### src/rtl/multi_evt_counter_pkg.sv
// Shared constants, types and helpers for the multi-channel event counter.
// The optional sticky overflow output is enabled by defining MULTI_EVT_COUNTER_OVF_EN.
package multi_evt_counter_pkg;

    localparam int DEF_NUM_CH      = 4;
    localparam int DEF_CNT_W       = 3;
    localparam int DEF_ALMOST_LEAD = 1;

    typedef logic [DEF_CNT_W-1:0] count_t;

    // True when an incremented count lands exactly ALMOST_LEAD below the
    // terminal value; never true when the terminal value is below the lead.
    function automatic logic almost_hit(input int nextCnt, input int limitVal, input int lead);
        return (limitVal >= lead) && (nextCnt == (limitVal - lead));
    endfunction

endpackage

### src/rtl/evt_counter_ch.sv
// One counter channel: count with wrap/saturate, almost and wrap pulses,
// and the combinational wrap condition used to carry into the next channel.
// Sticky overflow flag present only when MULTI_EVT_COUNTER_OVF_EN is defined.
module evt_counter_ch
    import multi_evt_counter_pkg::*;
#(
    parameter int CNT_W       = DEF_CNT_W,
    parameter int ALMOST_LEAD = DEF_ALMOST_LEAD
) (
    input  logic             clk_i,
    input  logic             rst_i,
    input  logic             evt_i,
    input  logic             clr_i,
    input  logic [CNT_W-1:0] limit_i,
    input  logic             sat_i,
    output logic [CNT_W-1:0] count_o,
    output logic             almost_o,
    output logic             wrap_o,
`ifdef MULTI_EVT_COUNTER_OVF_EN
    output logic             ovf_o,
`endif
    output logic             wrapCond_o
);

    logic [CNT_W-1:0] count_q, count_d;
    logic             almost_q, almost_d;
    logic             wrap_q, wrap_d;
`ifdef MULTI_EVT_COUNTER_OVF_EN
    logic             ovf_q, ovf_d;
`endif

    // Carry into the next channel: an accepted event that rolls the count over.
    assign wrapCond_o = evt_i & ~clr_i & ~sat_i & (count_q >= limit_i);

    // Next-state: clear beats events; events increment, wrap, or clamp at the limit.
    always_comb begin
        count_d  = count_q;
        almost_d = 1'b0;
        wrap_d   = 1'b0;
`ifdef MULTI_EVT_COUNTER_OVF_EN
        ovf_d    = ovf_q;
`endif
        if (clr_i) begin
            count_d = '0;
`ifdef MULTI_EVT_COUNTER_OVF_EN
            ovf_d   = 1'b0;
`endif
        end else if (evt_i) begin
            if (count_q < limit_i) begin
                count_d  = count_q + CNT_W'(1);
                almost_d = almost_hit(int'(count_q) + 1, int'(limit_i), ALMOST_LEAD);
            end else if (sat_i) begin
                // Held at the limit already: count and pulses stay quiet.
                // Above the limit (limit was lowered): clamp down to it.
                count_d = limit_i;
`ifdef MULTI_EVT_COUNTER_OVF_EN
                if (count_q == limit_i) begin
                    ovf_d = 1'b1;
                end
`endif
            end else begin
                count_d = '0;
                wrap_d  = 1'b1;
            end
        end
    end

    // State register with synchronous reset.
    always_ff @(posedge clk_i) begin
        if (rst_i) begin
            count_q  <= '0;
            almost_q <= 1'b0;
            wrap_q   <= 1'b0;
`ifdef MULTI_EVT_COUNTER_OVF_EN
            ovf_q    <= 1'b0;
`endif
        end else begin
            count_q  <= count_d;
            almost_q <= almost_d;
            wrap_q   <= wrap_d;
`ifdef MULTI_EVT_COUNTER_OVF_EN
            ovf_q    <= ovf_d;
`endif
        end
    end

    assign count_o  = count_q;
    assign almost_o = almost_q;
    assign wrap_o   = wrap_q;
`ifdef MULTI_EVT_COUNTER_OVF_EN
    assign ovf_o    = ovf_q;
`endif

endmodule

### src/rtl/multi_evt_counter.sv
// Multi-channel event counter with shared limit, wrap/saturate mode and
// optional cascading (channel k counts on the wrap of channel k-1).
// Define MULTI_EVT_COUNTER_OVF_EN to add the sticky ovf_out output.
module multi_evt_counter
    import multi_evt_counter_pkg::*;
#(
    parameter int NUM_CH      = DEF_NUM_CH,
    parameter int CNT_W       = DEF_CNT_W,
    parameter int ALMOST_LEAD = DEF_ALMOST_LEAD
) (
    input  logic                         clk_in,
    input  logic                         rst_in,
    input  logic [NUM_CH-1:0]            evt_in,
    input  logic [NUM_CH-1:0]            clr_in,
    input  logic [CNT_W-1:0]             limit_in,
    input  logic                         sat_in,
    input  logic                         cascade_in,
    output logic [NUM_CH-1:0][CNT_W-1:0] count_out,
    output logic [NUM_CH-1:0]            almost_out,
    output logic [NUM_CH-1:0]            wrap_out
`ifdef MULTI_EVT_COUNTER_OVF_EN
    ,
    output logic [NUM_CH-1:0]            ovf_out
`endif
);

    for (genvar k = 0; k < NUM_CH; k++) begin : gCh
        logic effEvt;
        logic wrapCond;

        // Channel 0 always counts its own event; later channels take the
        // previous channel's same-cycle wrap when cascading is on.
        if (k == 0) begin : gFirst
            assign effEvt = evt_in[k];
        end else begin : gRest
            assign effEvt = cascade_in ? gCh[k-1].wrapCond : evt_in[k];
        end

        evt_counter_ch #(
            .CNT_W       (CNT_W),
            .ALMOST_LEAD (ALMOST_LEAD)
        ) uCh (
            .clk_i      (clk_in),
            .rst_i      (rst_in),
            .evt_i      (effEvt),
            .clr_i      (clr_in[k]),
            .limit_i    (limit_in),
            .sat_i      (sat_in),
            .count_o    (count_out[k]),
            .almost_o   (almost_out[k]),
            .wrap_o     (wrap_out[k]),
`ifdef MULTI_EVT_COUNTER_OVF_EN
            .ovf_o      (ovf_out[k]),
`endif
            .wrapCond_o (wrapCond)
        );
    end

endmodule

### config.mk
export PLATFORM = sky130hd
export DESIGN_NAME = multi_evt_counter
export DESIGN_NICKNAME = d
export VERILOG_FILES = /design/src/rtl/multi_evt_counter_pkg.sv /design/src/rtl/evt_counter_ch.sv /design/src/rtl/multi_evt_counter.sv
export SDC_FILE = /design/constraint.sdc
export NUM_CORES = 1
export LEC_CHECK = 0
export ABC_AREA = 1
export BUFFER_PORTS_ARGS = -buffer_cell sky130_fd_sc_hd__buf_2
export CAP_MARGIN = 20
export CORE_MARGIN = 2
export CORE_UTILIZATION = 55
export CTS_CLUSTER_DIAMETER = 30
export DETAILED_ROUTE_END_ITERATION = 8
export GPL_ROUTABILITY_DRIVEN = 0
export PLACE_DENSITY = 0.84
export SLEW_MARGIN = 15
export SYNTH_ARGS = -nofsm -noshare
export SYNTH_HDL_FRONTEND = slang
export SYNTH_HIERARCHICAL = 1
export SYNTH_SLANG_ARGS = --single-unit
### constraint.sdc
create_clock -name clk_in -period 7 [get_ports clk_in]
set_clock_uncertainty 0.1 [all_clocks]
set_input_delay 1.75 -clock clk_in [delete_from_list [all_inputs] [get_ports clk_in]]
set_output_delay 1.75 -clock clk_in [all_outputs]
set_load 0.02 [all_outputs]
## Yosys cells after proc, flatten, opt, wreduce, memory -nomap -nowiden

Index checks and enable logic that the tools add are counted.

- Bitwise operators: 21
- Divide/modulo/power cells: 0
- Equality and inequality tests: 4
- $lt $le $gt $ge: 8
- Add/sub/neg operators: 9
- Reductions and logical operators: 16
- Shift operators: 0
- $mul: 0
- Mux-type cells: 9

Operator list:

| kind | count |
|---|---|
| $eq A32 B32 Y1 | 4 |
| $reduce_or A4 Y1 | 8 |
| $add A3 B1 Y4 const B | 4 |
| $mux W3 | 5 |
| $add A3 B1 Y3 const B | 4 |
| $lt A3 B3 Y1 | 4 |
| $not A1 Y1 | 12 |
| $and A1 B1 Y1 | 9 |
| $ge A3 B3 Y1 | 3 |
| $reduce_or A2 Y1 | 4 |
| $logic_and A1 B1 Y1 | 4 |
| $mux W1 | 4 |
| $sub A3 B1 Y4 const B | 1 |
| $ge A3 B1 Y1 const B | 1 |

- Memory bits (read-only): 0
- Word-level logic and storage cells: 79
- Output and inout bits: 20
- Input bits: 15
- Bits in latches: 0
- Bits in writable memories: 0
- Register bits after elaboration: 20
- Memories: 0

## Depth between registers and ports, before layout

- Depth in word-level cells: 15
- Gate-level depth with buffers: 26
- Mapped depth without buffers: 26

## Hierarchy

Netlist, hierarchy kept.

Modules (own cells, without submodules):

| module | cells an instance | times used | seq. area each (um^2) | area an instance (um^2) |
|---|---|---|---|---|
| evt_counter_ch | 79 | 4 | 100.1 | 479.2 |
| multi_evt_counter | 10 | 1 | 0.0 | 37.5 |

## Worst setup path before layout

No wires, ideal clock.

- Path type: in2reg
- From: input port limit_in[2]
- To: register gCh[3].uCh.almost_q
- Cell stages on the path: 26
- Library setup time: 0.062 ns
- Slack: 2.821 ns
- Data arrival time: 4.017 ns
- Path buffers: 0
- Required time: 6.838 ns
- Cell sequence: inv_1 > ha_1 > nand3b_2 > nand2_4 > o21ai_1 > inv_1 > nand2_1 > nand2_1 > nand2_1 > nor2_1 > o21ai_1 > inv_1 > nand2_1 > nand2_1 > nand2_1 > nor2_1 > o21ai_1 > inv_1 > nand2_1 > nand2_1 > nand2_1 > nor2_1 > nand3_1 > nor2_1 > nand2_1 > nor2_2

- Cells in the longest elaborated chain, start to end: 13
- Elaborated cells between the ends (all ways): 21
- Classes of those cells: add/sub: 1; order compare: 5; eq/ne: 1; mux: 3; bitwise: 9; reduce/logical: 2

RTL lines:

| item | RTL line | text |
|---|---|---|
| start: declaration | multi_evt_counter.sv:15 | `input logic [CNT_W-1:0] limit_in,` |
| $ge A3 B3 Y1 | evt_counter_ch.sv:33 | `assign wrapCond_o = evt_i & ~clr_i & ~sat_i & (count_q >= limit_i);` |
| $and A1 B1 Y1 | evt_counter_ch.sv:33 |  |
| via gCh[0].wrapCond | multi_evt_counter.sv:29 | `logic wrapCond;` |
| $mux W1 | multi_evt_counter.sv:36 | `assign effEvt = cascade_in ? gCh[k-1].wrapCond : evt_in[k];` |
| via gCh[1].effEvt | multi_evt_counter.sv:28 | `logic effEvt;` |
| $and A1 B1 Y1 (3 in series) | evt_counter_ch.sv:33 |  |
| via gCh[1].wrapCond | multi_evt_counter.sv:29 |  |
| $mux W1 | multi_evt_counter.sv:36 |  |
| via gCh[2].effEvt | multi_evt_counter.sv:28 |  |
| $and A1 B1 Y1 (3 in series) | evt_counter_ch.sv:33 |  |
| via gCh[2].wrapCond | multi_evt_counter.sv:29 |  |
| $mux W1 | multi_evt_counter.sv:36 |  |
| via gCh[3].effEvt | multi_evt_counter.sv:28 |  |
| $not A1 Y1 (no source line) | -- |  |
| $reduce_or A4 Y1 (no source line) | -- |  |
| end signal: assignment | evt_counter_ch.sv:79 | `almost_q <= almost_d;` |
| end: declaration | evt_counter_ch.sv:26 | `logic almost_q, almost_d;` |

The timed path passes the listed nets, and every way through them passes these cells.
A chain may end at the register's enable or synchronous reset.

## Worst setup path after layout

Same ends and word-level chain as after synthesis.

==> out/results.tsv <==
stage	metric	value	unit
finish	most frequent cells in the layout	nand2_1, inv_1, nand3_1	
floorplan	io pins	35	
worst_setup_path	CP max-delay cell	ha_1	
worst_setup_path	Worst Path Buf+Inv	5	
floorplan	core region area	3360	um^2
sta	final setup vio count	0	
placement	post-DP HPWL	3240	um
routing	Starting DRT DRC Count	77	
sta	max-slew violations	0	
cts	CTS max path bufs	2	
cts	CTS Root Cell	clkbuf_4	
cts	clk_lat worst skew	0.32	ns
finish	Final #Nets	401	
worst_setup_path	crit end category	register	
sta	final hold violation count	0	
pwr	Cell Int Power	0.206	mW
worst_setup_path	CP max stage delay	0.38	ns
pwr	power share of the combinational group	27.8	%
pwr	Lkg Pwr	1.39	nW
finish	ant diodes	0	
cts	Hold Buf Count CTS	0	
cts	H-tree depth	1	
global_route	wire length of the first global-routing pass	6890	um
logic_synthesis	Mapped Cells	323	
routing	post-route ant nets	0	
routing	DR vias	1958	
routing	final WL	3990	um
global_route	vias in the first global route	1724	
routing	DR vias/cell	4.81	
floorplan	FP Rows	21	
flow_run	Max-Cap Viols	0	
sta	Setup TNS	0	ns
min_path	worst min path class	reg2reg	
floorplan	Starting Density	57.7	%
finish	Area Overhead vs Synth	14.5	%
finish	most common cell after layout, fill and taps aside	nand2_1	
worst_setup_path	most used cell, CP	nand2_1	
logic_synthesis	syn avg cell area	6.00	um^2
cts	# resized after CTS	0	
sta	RSZ-0062 raised after global routing	false	
status	status	complete, no violations	
pwr	power density cells	136	nW/um^2
routing	metal2 WL	1900	um
worst_setup_path	Crit Path Class	in2reg	
floorplan	Die ar.	4020	um^2
global_route	grt total ovfl	0	
floorplan	Die X	63.4	um
worst_setup_path	CP startpoint kind	input pin	
cts	post-CTS setup buffers	0	
logic_synthesis	Netlist Area Pre-Place	1940	um^2
global_route	gr usage total	21.0	%
routing	Pre-antenna DRT Iters	4	
routing	DR DRC count	0	
global_route	antenna violations before repair	0	
pwr	Seq pwr share	40.0	%
cts	Worst-path clk slew	0.13	ns
floorplan	die height	63.4	um
placement	I/O Buffers	34	
logic_synthesis	synth warn	6	
routing	met3 routed WL	235	um
pwr	maximum VDD drop	90.7	uV
finish	layout cells sized above 1	16.3	%
sta	Slew @ Worst Pin	0.387	ns
pwr	total power	0.301	mW
sta	final period utilization	63.0	%
cts	Sink Count	20	
worst_setup_path	Largest delay share family, worst path	simple AND/OR/NAND/NOR gates	
finish	fill count	333	
pwr	clock share of power	32.2	%
global_route	largest net degree at the start of global routing	21	
routing	Post-Route M1 WL	1800	um
worst_setup_path	CP max FO	12	
cts	TritonCTS clock tree	built	
sta	f_max	227	MHz
worst_setup_path	Worst EP required	7.17	ns
pwr	sw power	0.0955	mW
routing	top layer reached by signal wires	met4	
worst_setup_path	signal arrival time at the worst endpoint	4.58	ns
sta	post-layout minimum cycle time	4.41	ns
sta	Slew Limit Headroom	74.2	%
routing	wire length per cell	9.79	um
cts	total CTS buffers	3	
pwr	sw frac	31.7	%
logic_synthesis	Synth Net Count	362	
[sequential cells by signal (all words and copies together), names as in the netlist]
signal            flops
gCh.uCh/almost_o      4
gCh.uCh/wrap_o        4
gCh.uCh/count_o      12
[tightest hold or removal path: stages, from the launching register on]
cell,delay (ns)
dfxtp_1,0.37
inv_2,0.07
a21oi_1,0.06
nand2_1,0.06
inv_1,0.03
[per-stage QoR]
step / setup WS, ns / hold slack [ns] / util [%] / area, um^2 / instances
floorplan: 2.82 / 0.550 / - / 1940 / 323
global placement: 2.38 / 0.499 / 64.4 / 2170 / 403
detailed placement: 2.25 / 0.492 / 64.4 / 2170 / 403
CTS: 2.59 / 0.512 / 66.0 / 2220 / 407
global route: 2.16 / 0.561 / 66.0 / 2220 / 407
finish: 2.59 / 0.510 / 66.0 / 2220 / 407
[final timing paths]
kind / startpoint / endpoint / slack (ns) / cells past startpoint
setup / recovery: limit_in[2] / gCh[3].uCh/almost_o / 2.59 / 27
hold / removal: gCh[3].uCh/count_o[2] / gCh[3].uCh/count_o[2] / 0.51 / 4
setup reg to reg: gCh[0].uCh/count_o[0] / gCh[3].uCh/almost_o / 3.97 / 26
hold reg to reg: gCh[3].uCh/count_o[2] / gCh[3].uCh/count_o[2] / 0.51 / 4
[power by group through the flow]
stage	clock network (mW)	logic [mW]	registers, mW
global placement	0	0.0818	0.123
finish	0.0971	0.0837	0.120
detailed placement	0	0.0839	0.123
CTS	0.101	0.0842	0.120
floorplan	0	0.0571	0.126
global route	0.106	0.0963	0.121
[metal layers]
metal  vias to the layer above  GRT usage, %
li1                       1064             -
met1                       835          25.7
met5                         -             0
met3                         7          3.39
met2                        52          37.4
met4                         0          6.79
[cell type report]
cell class	instances	area, um^2	share of cell area (%)
Timing Repair Buffer	34	170	7.67
Inverter	76	285	12.9
Clock buffer	3	22.5	1.01
Sequential cell	20	400	18.0
Tap cell	46	57.6	2.59
Clock inverter	1	30.0	1.35
Multi-Input combinational cell	227	1250	56.5
Note: power is estimated with default switching activity, not from simulation.
